File: config.mk
export PLATFORM = sky130hd
export DESIGN_NAME = soc_mem_arbiter_flat
export DESIGN_NICKNAME = d
export VERILOG_FILES = /design/src/rtl/soc_mem_arbiter_if.sv /design/src/rtl/soc_mem_arbiter.sv /design/src/flat_wrapper.sv
export SDC_FILE = /design/constraint.sdc
export NUM_CORES = 1
export LEC_CHECK = 0
export CAP_MARGIN = 20
export CORE_AREA = 2 2 80 82
export DETAILED_ROUTE_END_ITERATION = 10
export DIE_AREA = 0 0 82 84
export GPL_TIMING_DRIVEN = 0
export PLACE_DENSITY = 0.86
export SETUP_SLACK_MARGIN = 0.1
export SYNTH_ARGS = -nofsm -noshare
export SYNTH_HDL_FRONTEND = slang
export SYNTH_SLANG_ARGS = --single-unit
File: constraint.sdc
create_clock -name i_clk -period 4.7 [get_ports i_clk]
set_input_delay 0.47 -clock i_clk [delete_from_list [all_inputs] [get_ports i_clk]]
set_output_delay 0.47 -clock i_clk [all_outputs]
set_load 0.01 [all_outputs]
File: src/rtl/soc_mem_arbiter_if.sv
// Bundle of the fetch port, the load/store port and the shared memory port of soc_mem_arbiter.
// slave is the arbiter's view; master is the core-plus-memory side.
interface soc_mem_arbiter_if #(
    parameter int unsigned DATA_WIDTH = 32,
    parameter int unsigned ADDR_WIDTH = 10
);
    localparam int unsigned BE_WIDTH = DATA_WIDTH / 8;

    logic                  i_inst_req;
    logic [ADDR_WIDTH-1:0] i_inst_addr;
    logic                  o_inst_gnt;
    logic                  o_inst_rvalid;
    logic [DATA_WIDTH-1:0] o_inst_rdata;

    logic                  i_data_req;
    logic                  i_data_we;
    logic [BE_WIDTH-1:0]   i_data_be;
    logic [ADDR_WIDTH-1:0] i_data_addr;
    logic [DATA_WIDTH-1:0] i_data_wdata;
    logic                  o_data_gnt;
    logic                  o_data_rvalid;
    logic [DATA_WIDTH-1:0] o_data_rdata;

    logic                  o_mem_en;
    logic [BE_WIDTH-1:0]   o_mem_we;
    logic [ADDR_WIDTH-1:0] o_mem_addr;
    logic [DATA_WIDTH-1:0] o_mem_wdata;
    logic [DATA_WIDTH-1:0] i_mem_rdata;

    modport slave (
        input  i_inst_req, i_inst_addr,
        output o_inst_gnt, o_inst_rvalid, o_inst_rdata,
        input  i_data_req, i_data_we, i_data_be, i_data_addr, i_data_wdata,
        output o_data_gnt, o_data_rvalid, o_data_rdata,
        output o_mem_en, o_mem_we, o_mem_addr, o_mem_wdata,
        input  i_mem_rdata
    );

    modport master (
        output i_inst_req, i_inst_addr,
        input  o_inst_gnt, o_inst_rvalid, o_inst_rdata,
        output i_data_req, i_data_we, i_data_be, i_data_addr, i_data_wdata,
        input  o_data_gnt, o_data_rvalid, o_data_rdata,
        input  o_mem_en, o_mem_we, o_mem_addr, o_mem_wdata,
        output i_mem_rdata
    );
endinterface

File: src/rtl/soc_mem_arbiter.sv
// Shares one single-port synchronous memory between instruction-fetch and data ports,
// one outstanding transaction at a time, with fixed-priority or round-robin arbitration.
module soc_mem_arbiter #(
    parameter int unsigned DATA_WIDTH  = 32,
    parameter int unsigned ADDR_WIDTH  = 10,
    parameter int unsigned WAIT_STATES = 1,
    parameter int unsigned ARB_MODE    = 0
) (
    input  logic               i_clk,
    input  logic               i_rst,
    soc_mem_arbiter_if.slave   bus
);
    localparam int unsigned BE_WIDTH  = DATA_WIDTH / 8;
    localparam int unsigned CNT_WIDTH = 4;

    typedef enum logic {IDLE, BUSY} state_e;
    typedef enum logic {OWN_INST, OWN_DATA} owner_e;

    state_e                 state_q, state_d;
    logic [CNT_WIDTH-1:0]   cnt_q, cnt_d;
    owner_e                 owner_q, owner_d;
    owner_e                 rr_last_q, rr_last_d;
    logic                   ack_q, ack_d;

    logic                   bus_free_c;
    logic                   gnt_inst_c;
    logic                   gnt_data_c;
    logic                   rd_done_c;

    // State register
    always_ff @(posedge i_clk) begin
        if (i_rst) begin
            state_q   <= IDLE;
            cnt_q     <= '0;
            owner_q   <= OWN_INST;
            rr_last_q <= OWN_INST;
            ack_q     <= 1'b0;
        end else begin
            state_q   <= state_d;
            cnt_q     <= cnt_d;
            owner_q   <= owner_d;
            rr_last_q <= rr_last_d;
            ack_q     <= ack_d;
        end
    end

    // The final BUSY cycle is free so reads can be issued back to back
    assign bus_free_c = (state_q == IDLE) || (cnt_q == '0);
    assign rd_done_c  = !i_rst && (state_q == BUSY) && (cnt_q == '0);

    // Arbitration
    always_comb begin
        gnt_inst_c = 1'b0;
        gnt_data_c = 1'b0;
        if (!i_rst && bus_free_c) begin
            if (bus.i_inst_req && bus.i_data_req) begin
                if ((ARB_MODE == 0) || (rr_last_q == OWN_INST)) begin
                    gnt_data_c = 1'b1;
                end else begin
                    gnt_inst_c = 1'b1;
                end
            end else begin
                gnt_inst_c = bus.i_inst_req;
                gnt_data_c = bus.i_data_req;
            end
        end
    end

    // Next state: stores never leave IDLE, reads hold BUSY for WAIT_STATES cycles
    always_comb begin
        state_d   = state_q;
        cnt_d     = cnt_q;
        owner_d   = owner_q;
        rr_last_d = rr_last_q;
        ack_d     = 1'b0;
        if (state_q == BUSY) begin
            if (cnt_q == '0) begin
                state_d = IDLE;
            end else begin
                cnt_d = cnt_q - CNT_WIDTH'(1);
            end
        end
        if (gnt_inst_c || gnt_data_c) begin
            owner_d   = gnt_data_c ? OWN_DATA : OWN_INST;
            rr_last_d = gnt_data_c ? OWN_DATA : OWN_INST;
            if (gnt_data_c && bus.i_data_we) begin
                ack_d = 1'b1;
            end else begin
                state_d = BUSY;
                cnt_d   = CNT_WIDTH'(WAIT_STATES - 1);
            end
        end
    end

    // Outputs
    always_comb begin
        bus.o_inst_gnt    = gnt_inst_c;
        bus.o_data_gnt    = gnt_data_c;
        bus.o_inst_rvalid = 1'b0;
        bus.o_inst_rdata  = '0;
        bus.o_data_rvalid = 1'b0;
        bus.o_data_rdata  = '0;
        bus.o_mem_en      = 1'b0;
        bus.o_mem_we      = '0;
        bus.o_mem_addr    = '0;
        bus.o_mem_wdata   = '0;
        if (gnt_inst_c) begin
            bus.o_mem_en   = 1'b1;
            bus.o_mem_addr = bus.i_inst_addr;
        end
        if (gnt_data_c) begin
            bus.o_mem_en    = 1'b1;
            bus.o_mem_addr  = bus.i_data_addr;
            bus.o_mem_wdata = bus.i_data_wdata;
            bus.o_mem_we    = bus.i_data_we ? bus.i_data_be : BE_WIDTH'(0);
        end
        if (rd_done_c && (owner_q == OWN_INST)) begin
            bus.o_inst_rvalid = 1'b1;
            bus.o_inst_rdata  = bus.i_mem_rdata;
        end
        if (rd_done_c && (owner_q == OWN_DATA)) begin
            bus.o_data_rvalid = 1'b1;
            bus.o_data_rdata  = bus.i_mem_rdata;
        end
        if (ack_q && !i_rst) begin
            bus.o_data_rvalid = 1'b1;
        end
    end
endmodule

File: src/flat_wrapper.sv
// flat-port wrapper written by rule: the top's interface ports become plain ports
module soc_mem_arbiter_flat 
#(
    parameter int unsigned DATA_WIDTH  = 32,
    parameter int unsigned ADDR_WIDTH  = 10,
    parameter int unsigned WAIT_STATES = 1,
    parameter int unsigned ARB_MODE    = 0
)
  (i_clk, i_rst, bus_i_inst_req, bus_i_inst_addr, bus_o_inst_gnt, bus_o_inst_rvalid, bus_o_inst_rdata, bus_i_data_req, bus_i_data_we, bus_i_data_be, bus_i_data_addr, bus_i_data_wdata, bus_o_data_gnt, bus_o_data_rvalid, bus_o_data_rdata, bus_o_mem_en, bus_o_mem_we, bus_o_mem_addr, bus_o_mem_wdata, bus_i_mem_rdata);
  soc_mem_arbiter_if #(.DATA_WIDTH(DATA_WIDTH), .ADDR_WIDTH(ADDR_WIDTH)) bus_i ();
  input  logic i_clk;
  input  logic i_rst;
  input wire logic [$bits(bus_i.i_inst_req)-1:0] bus_i_inst_req;
  input wire logic [$bits(bus_i.i_inst_addr)-1:0] bus_i_inst_addr;
  output wire logic [$bits(bus_i.o_inst_gnt)-1:0] bus_o_inst_gnt;
  output wire logic [$bits(bus_i.o_inst_rvalid)-1:0] bus_o_inst_rvalid;
  output wire logic [$bits(bus_i.o_inst_rdata)-1:0] bus_o_inst_rdata;
  input wire logic [$bits(bus_i.i_data_req)-1:0] bus_i_data_req;
  input wire logic [$bits(bus_i.i_data_we)-1:0] bus_i_data_we;
  input wire logic [$bits(bus_i.i_data_be)-1:0] bus_i_data_be;
  input wire logic [$bits(bus_i.i_data_addr)-1:0] bus_i_data_addr;
  input wire logic [$bits(bus_i.i_data_wdata)-1:0] bus_i_data_wdata;
  output wire logic [$bits(bus_i.o_data_gnt)-1:0] bus_o_data_gnt;
  output wire logic [$bits(bus_i.o_data_rvalid)-1:0] bus_o_data_rvalid;
  output wire logic [$bits(bus_i.o_data_rdata)-1:0] bus_o_data_rdata;
  output wire logic [$bits(bus_i.o_mem_en)-1:0] bus_o_mem_en;
  output wire logic [$bits(bus_i.o_mem_we)-1:0] bus_o_mem_we;
  output wire logic [$bits(bus_i.o_mem_addr)-1:0] bus_o_mem_addr;
  output wire logic [$bits(bus_i.o_mem_wdata)-1:0] bus_o_mem_wdata;
  input wire logic [$bits(bus_i.i_mem_rdata)-1:0] bus_i_mem_rdata;
  assign bus_i.i_inst_req = bus_i_inst_req;
  assign bus_i.i_inst_addr = bus_i_inst_addr;
  assign bus_o_inst_gnt = bus_i.o_inst_gnt;
  assign bus_o_inst_rvalid = bus_i.o_inst_rvalid;
  assign bus_o_inst_rdata = bus_i.o_inst_rdata;
  assign bus_i.i_data_req = bus_i_data_req;
  assign bus_i.i_data_we = bus_i_data_we;
  assign bus_i.i_data_be = bus_i_data_be;
  assign bus_i.i_data_addr = bus_i_data_addr;
  assign bus_i.i_data_wdata = bus_i_data_wdata;
  assign bus_o_data_gnt = bus_i.o_data_gnt;
  assign bus_o_data_rvalid = bus_i.o_data_rvalid;
  assign bus_o_data_rdata = bus_i.o_data_rdata;
  assign bus_o_mem_en = bus_i.o_mem_en;
  assign bus_o_mem_we = bus_i.o_mem_we;
  assign bus_o_mem_addr = bus_i.o_mem_addr;
  assign bus_o_mem_wdata = bus_i.o_mem_wdata;
  assign bus_i.i_mem_rdata = bus_i_mem_rdata;
  soc_mem_arbiter #(.DATA_WIDTH(DATA_WIDTH), .ADDR_WIDTH(ADDR_WIDTH), .WAIT_STATES(WAIT_STATES), .ARB_MODE(ARB_MODE)) u_core (.i_clk(i_clk), .i_rst(i_rst), .bus(bus_i));
endmodule
# --- Yosys cells after proc, flatten, opt, wreduce, memory -nomap -nowiden ---
# Index checks and enable logic that the tools add are counted.
word_totals:
  regBits: 7
  latch_bits: 0
  mem_bits_rw: 0
  romBits: 0
  in_bits: 93
  wordCells: 47
  n_memories: 0
classes:
  n_addsub: 1
  multipliers: 0
  div_mod_pow: 0
  order_cmp: 0
  n_eq_ne: 0
  shift: 0
  muxes: 26
  bitwise: 3
  reduce_logical: 13
ops:
  columns: ["operator", "n"]
  rows:
  - ["2-to-1 mux 32 bit", 3]
  - ["2-to-1 mux 4 bit", 6]
  - ["2-to-1 mux 10 bit", 2]
  - ["2-to-1 mux 1 bit", 15]
  - ["logical AND 1 bit", 8]
  - ["logical NOT 4 bit", 1]
  - ["subtractor 4 x 1 -> 4 bit, second input constant", 1]
  - ["NOT 1 bit", 3]
  - ["logical OR 1 bit", 2]
  - ["OR reduction 2 bit", 1]
  - ["logical NOT 1 bit", 1]

# --- Longest topological paths before layout ---
logic_depth:
  word_depth: 7
  ltp_mapped: 7
  depth_no_buf: 5

# --- Least setup slack after synthesis ---
# Ideal clock, no wire load.
synth_timing:
  path_kind: "reg2out"
  startpoint: "register u_core.cnt_q[0]"
  endpoint: "output port bus_o_mem_wdata[10]"
  arrival_time_ps: 1541
  required_ps: 4230
  setup_slack_ps: 2689
  path_stages_with_launch: 8
  path_buffers: 2
  path_cell_list: "dfxtp_1 inv_1 ha_1 or3b_4 a21oi_2 buf_4 buf_6 and2_1"
synth_between:
  elab_chain_cells: 5
synth_lines:
  columns: ["element", "line_no", "source"]
  rows:
  - ["start, declared", "soc_mem_arbiter.sv:20", "logic [CNT_WIDTH-1:0] cnt_q, cnt_d;"]
  - ["start signal, assigned", "soc_mem_arbiter.sv:40", "cnt_q <= cnt_d;"]
  - ["logical NOT 4 bit", "soc_mem_arbiter.sv:48", "assign bus_free_c = (state_q == IDLE) || (cnt_q == '0);"]
  - ["logical OR 1 bit", "soc_mem_arbiter.sv:48", null]
  - ["logical AND 1 bit", "soc_mem_arbiter.sv:55", "if (!i_rst && bus_free_c) begin"]
  - ["2-to-1 mux 1 bit", "soc_mem_arbiter.sv:55", null]
  - ["2-to-1 mux 32 bit", "soc_mem_arbiter.sv:111", "if (gnt_data_c) begin"]
  - ["end, declared", "flat_wrapper.sv:29", "output wire logic [$bits(bus_i.o_mem_wdata)-1:0] bus_o_mem_wdata;"]
# No other way between the ends.

# --- Worst setup path after layout ---
layout_timing:
  startpoint: "register u_core.cnt_q[0]"
  endpoint: "output port bus_o_mem_wdata[7]"
# Same word-level chain as after synthesis.

==> run_results.csv <==
group,metric,value,unit
cts,htree_num_levels,1,
grt,initial_antenna_violation_count,0,
timing,max-slew-margin-rel,73.3,%
logic_synthesis,synth.largest_area_cell,"and2_1",
logic_synthesis,yosys-top-cells-count,"99 x and2_1, 15 x nor2_1, 10 x a22oi_1, 7 x dfxtp_1, 5 x buf_2",
worst_setup_path,worstPathBufferInverterCount,4,
worst_setup_path,critPathSlowestCell,"clkdlybuf4s50_1",
cts,ctsHoldBuffers,0,
worst_setup_path,crit_path_end_kind,"primary output",
routing,first_iter_violations,31,
pwr,max-vdd-ir-drop,0.0000709,V
status,outcome,"complete, no violations",
logic_synthesis,synth.area.top_cells,"and2_1 49%, dfxtp_1 11%, a22oi_1 6.0%, nor2_1 4.5%, nor4_4 3.4%",
final_layout,utilization,56.8,%
timing,timing.setup.tns,0,ps
routing,dr_total_vias,2020,
grt,wire_length_of_the_first_global_routing_pass,9320,um
placed_design,portBuffers,206,
routing,detailroute.wirelength.met2,3280,um
logic_synthesis,syn-cell-area,1260,sq um
logic_synthesis,ys_dominant_reg_cell,"dfxtp_1",
pwr,power_per_cell_area,104,nW/um^2
job,max_cap_violations,0,
cts,cts_tree,"done",
final_layout,layout-area-overhead-vs-synth,175,%
routing,post_drt_via_cell_ratio,4.30,
worst_setup_path,startpoint,"u_core.cnt_q[0]",
worst_setup_path,worst_r2r_startpoint,"u_core.cnt_q[0]",
final_layout,post_route_cells_drive_above_1_share,4.83,%
cts,clock-root-buffer,"clkbuf_8",
worst_setup_path,critPathMaxFanout,10,
floorplan,design.die.area,6890,sq um
logic_synthesis,synth.net_count,277,
cts,clk_pin_slew_worst_paths,40,ps
placed_design,placed_cell_area,3420,sq um
logic_synthesis,post-synth-top-count-cell,"and2_1",
logic_synthesis,postSynthCellCount,183,
cts,tritoncts_num_sinks,7,
worst_setup_path,crit_path_start_kind,"flip-flop",
logic_synthesis,synth_seq_cells,7,
worst_setup_path,worstPathArrival,2440,ps
worst_setup_path,critical_path_class,"flip-flop to primary output",
worst_setup_path,largest_stage_delay_on_the_critical_path,560,ps
grt,first_global_vias,1965,
placed_design,place.detailed.hpwl,5640,um
timing,final_max_slew_viol_count,0,
pwr,p_leak,0.00134,uW
final_layout,final_area,3460,sq um
pwr,post-layout-total-power,362,uW
cts,postCtsResizedCells,0,
timing,fmaxAchievable,344,MHz
floorplan,floorplan.die.width,82,um
final_layout,fin_nets,488,
worst_setup_path,critPathTopFamily,"buffers and inverters",
routing,detail_route.first_pass.iterations,4,
timing,rsz_0062_raised_after_global_routing,"false",
cts,numCtsBuffers,3,
timing,hold_violation_total_from_the_final_report,0,
logic_synthesis,ys.warnings.count,0,
routing,detail_route.wirelength.met1,2150,um
worst_setup_path,worstPathRequired,4230,ps
floorplan,core_region_area,6100,sq um
hold_path,hp-class,"flip-flop to flip-flop",
grt,grt_use_total,17.2,%
cts,cts_buffer_depth,2,
timing,finalSetupViolCount,0,
worst_setup_path,crit_path_cell_trace,"inv_1 -> ha_1 -> or3b_4 -> a21oi_2 -> buf_4 -> buf_6 -> and2_1 -> clkdlybuf4s50_1",
routing,avgRoutedWirePerCell,13.3,um
logic_synthesis,synth_area_per_cell,6.89,sq um
logic_synthesis,library_cells_used_by_synthesis,34,
routing,routed.top_layer,"met4",
floorplan,core.rowCount,29,
routing,route.detailed.drc,0,
floorplan,top_level_pins,208,
timing,timing.final.crit_period,2910,ps
logic_synthesis,synth.top_cell.area_share,49.2,%
timing,post_route_clock_period_utilization,61.9,%
hold_path,hold_start,"u_core.cnt_q[0]",
cts,post-cts-setup-buffer-count,0,
routing,drtAntennaViolNets,0,
cts,insertion_delay,230,ps
routing,wl_met3,735,um
floorplan,initial_utilization,20.7,%
logic_synthesis,seq_area_frac_synth,11.1,%
logic_synthesis,synth-edff-count,0,
grt,grt_start_max_net_pins,11,
final_layout,inserted_diodes,0,
timing,tightestPinTransition,400,ps
final_layout,n_fill_cell,548,
floorplan,die_y,84,um
placed_design,finalWeightedCongestion,0.790,
logic_synthesis,async_flop_share,0,%
timing,clock_tree_skew_after_final_layout,4.01,ps
grt,grt_overflow,0,
timing,final.hold.worst_slack,479,ps
routing,detail_route.wirelength,6270,um
-- per-stage QoR --
| stage | setup WS, ps | cells |
|---|---|---|
| after global placement | 1940 | 466 |
| after detailed placement | 1900 | 466 |
| after CTS | 1770 | 470 |
| after global routing | 1640 | 470 |
| after floorplan | 2690 | 183 |
| final | 1790 | 470 |
-- power by group --
group | internal [uW] | switching [uW] | total, uW
Clock | 58.8 | 27.1 | 85.8
Sequential | 61.4 | 1.36 | 62.7
Combinational | 142 | 71.5 | 213
-- final timing paths --
path	endpoint	slack [ps]	cells after the start
hold reg to reg	u_core.cnt_q[0]	480	2
setup reg to reg	u_core.cnt_q[1]	3070	5
setup / recovery	bus_o_mem_wdata[7]	1790	8
hold / removal	u_core.cnt_q[0]	480	2
-- worst register-to-register path, cell delays in order (launching register included) --
cell and delay, ps:
dfxtp_1 320, inv_1 70, ha_1 230, or3b_4 440, and2_1 220, o41ai_2 270
-- metal layers --
metal,up-vias,global-route usage [%]
li1,1014,-
met1,862,16.7
met2,134,33.5
met3,10,4.98
met4,0,5.00
met5,-,0
-- cell type report --
cell class              instances  area [sq um]  share of cell area [%]
multi-input cells             157          1020                    29.4
clock buffers                   4          45.0                    1.30
inverters                       4          15.0                   0.434
well taps                      77          96.3                    2.78
plain buffers                  15          85.1                    2.46
flip-flops and latches          7           140                    4.05
repair buffers                206          2060                    59.5
-- logic make-up (layout without fill, tap and decap cells) --
logic type,count (synthesis),in the layout,share of synthesized area [%]
simple gates,135,135,66.6
mux,1,1,0.794
compound gates,20,20,12.5
buf+inv,19,229,7.94
flops,7,7,11.1
fa+ha+maj,1,1,0.993
-- registers in the layout (all words and copies together) (netlist names) --
register and flops:
u_core.ack_q 1, u_core.cnt_q 4, u_core.owner_q 1, u_core.state_q 1
-- cell usage in the layout, fill, tap and decap left out, types with 3 or more instances in the layout --
cell type,synthesis,routed
clkbuf_1,4,5
dfxtp_1,7,7
clkbuf_2,3,3
buf_2,5,5
nor2_1,15,15
inv_1,4,4
clkbuf_8,0,3
and2_1,99,99
and3_1,4,4
clkdlybuf4s50_1,0,206
a22oi_1,10,10
nor2b_1,3,3
Note: power is estimated with default switching activity, not from simulation.
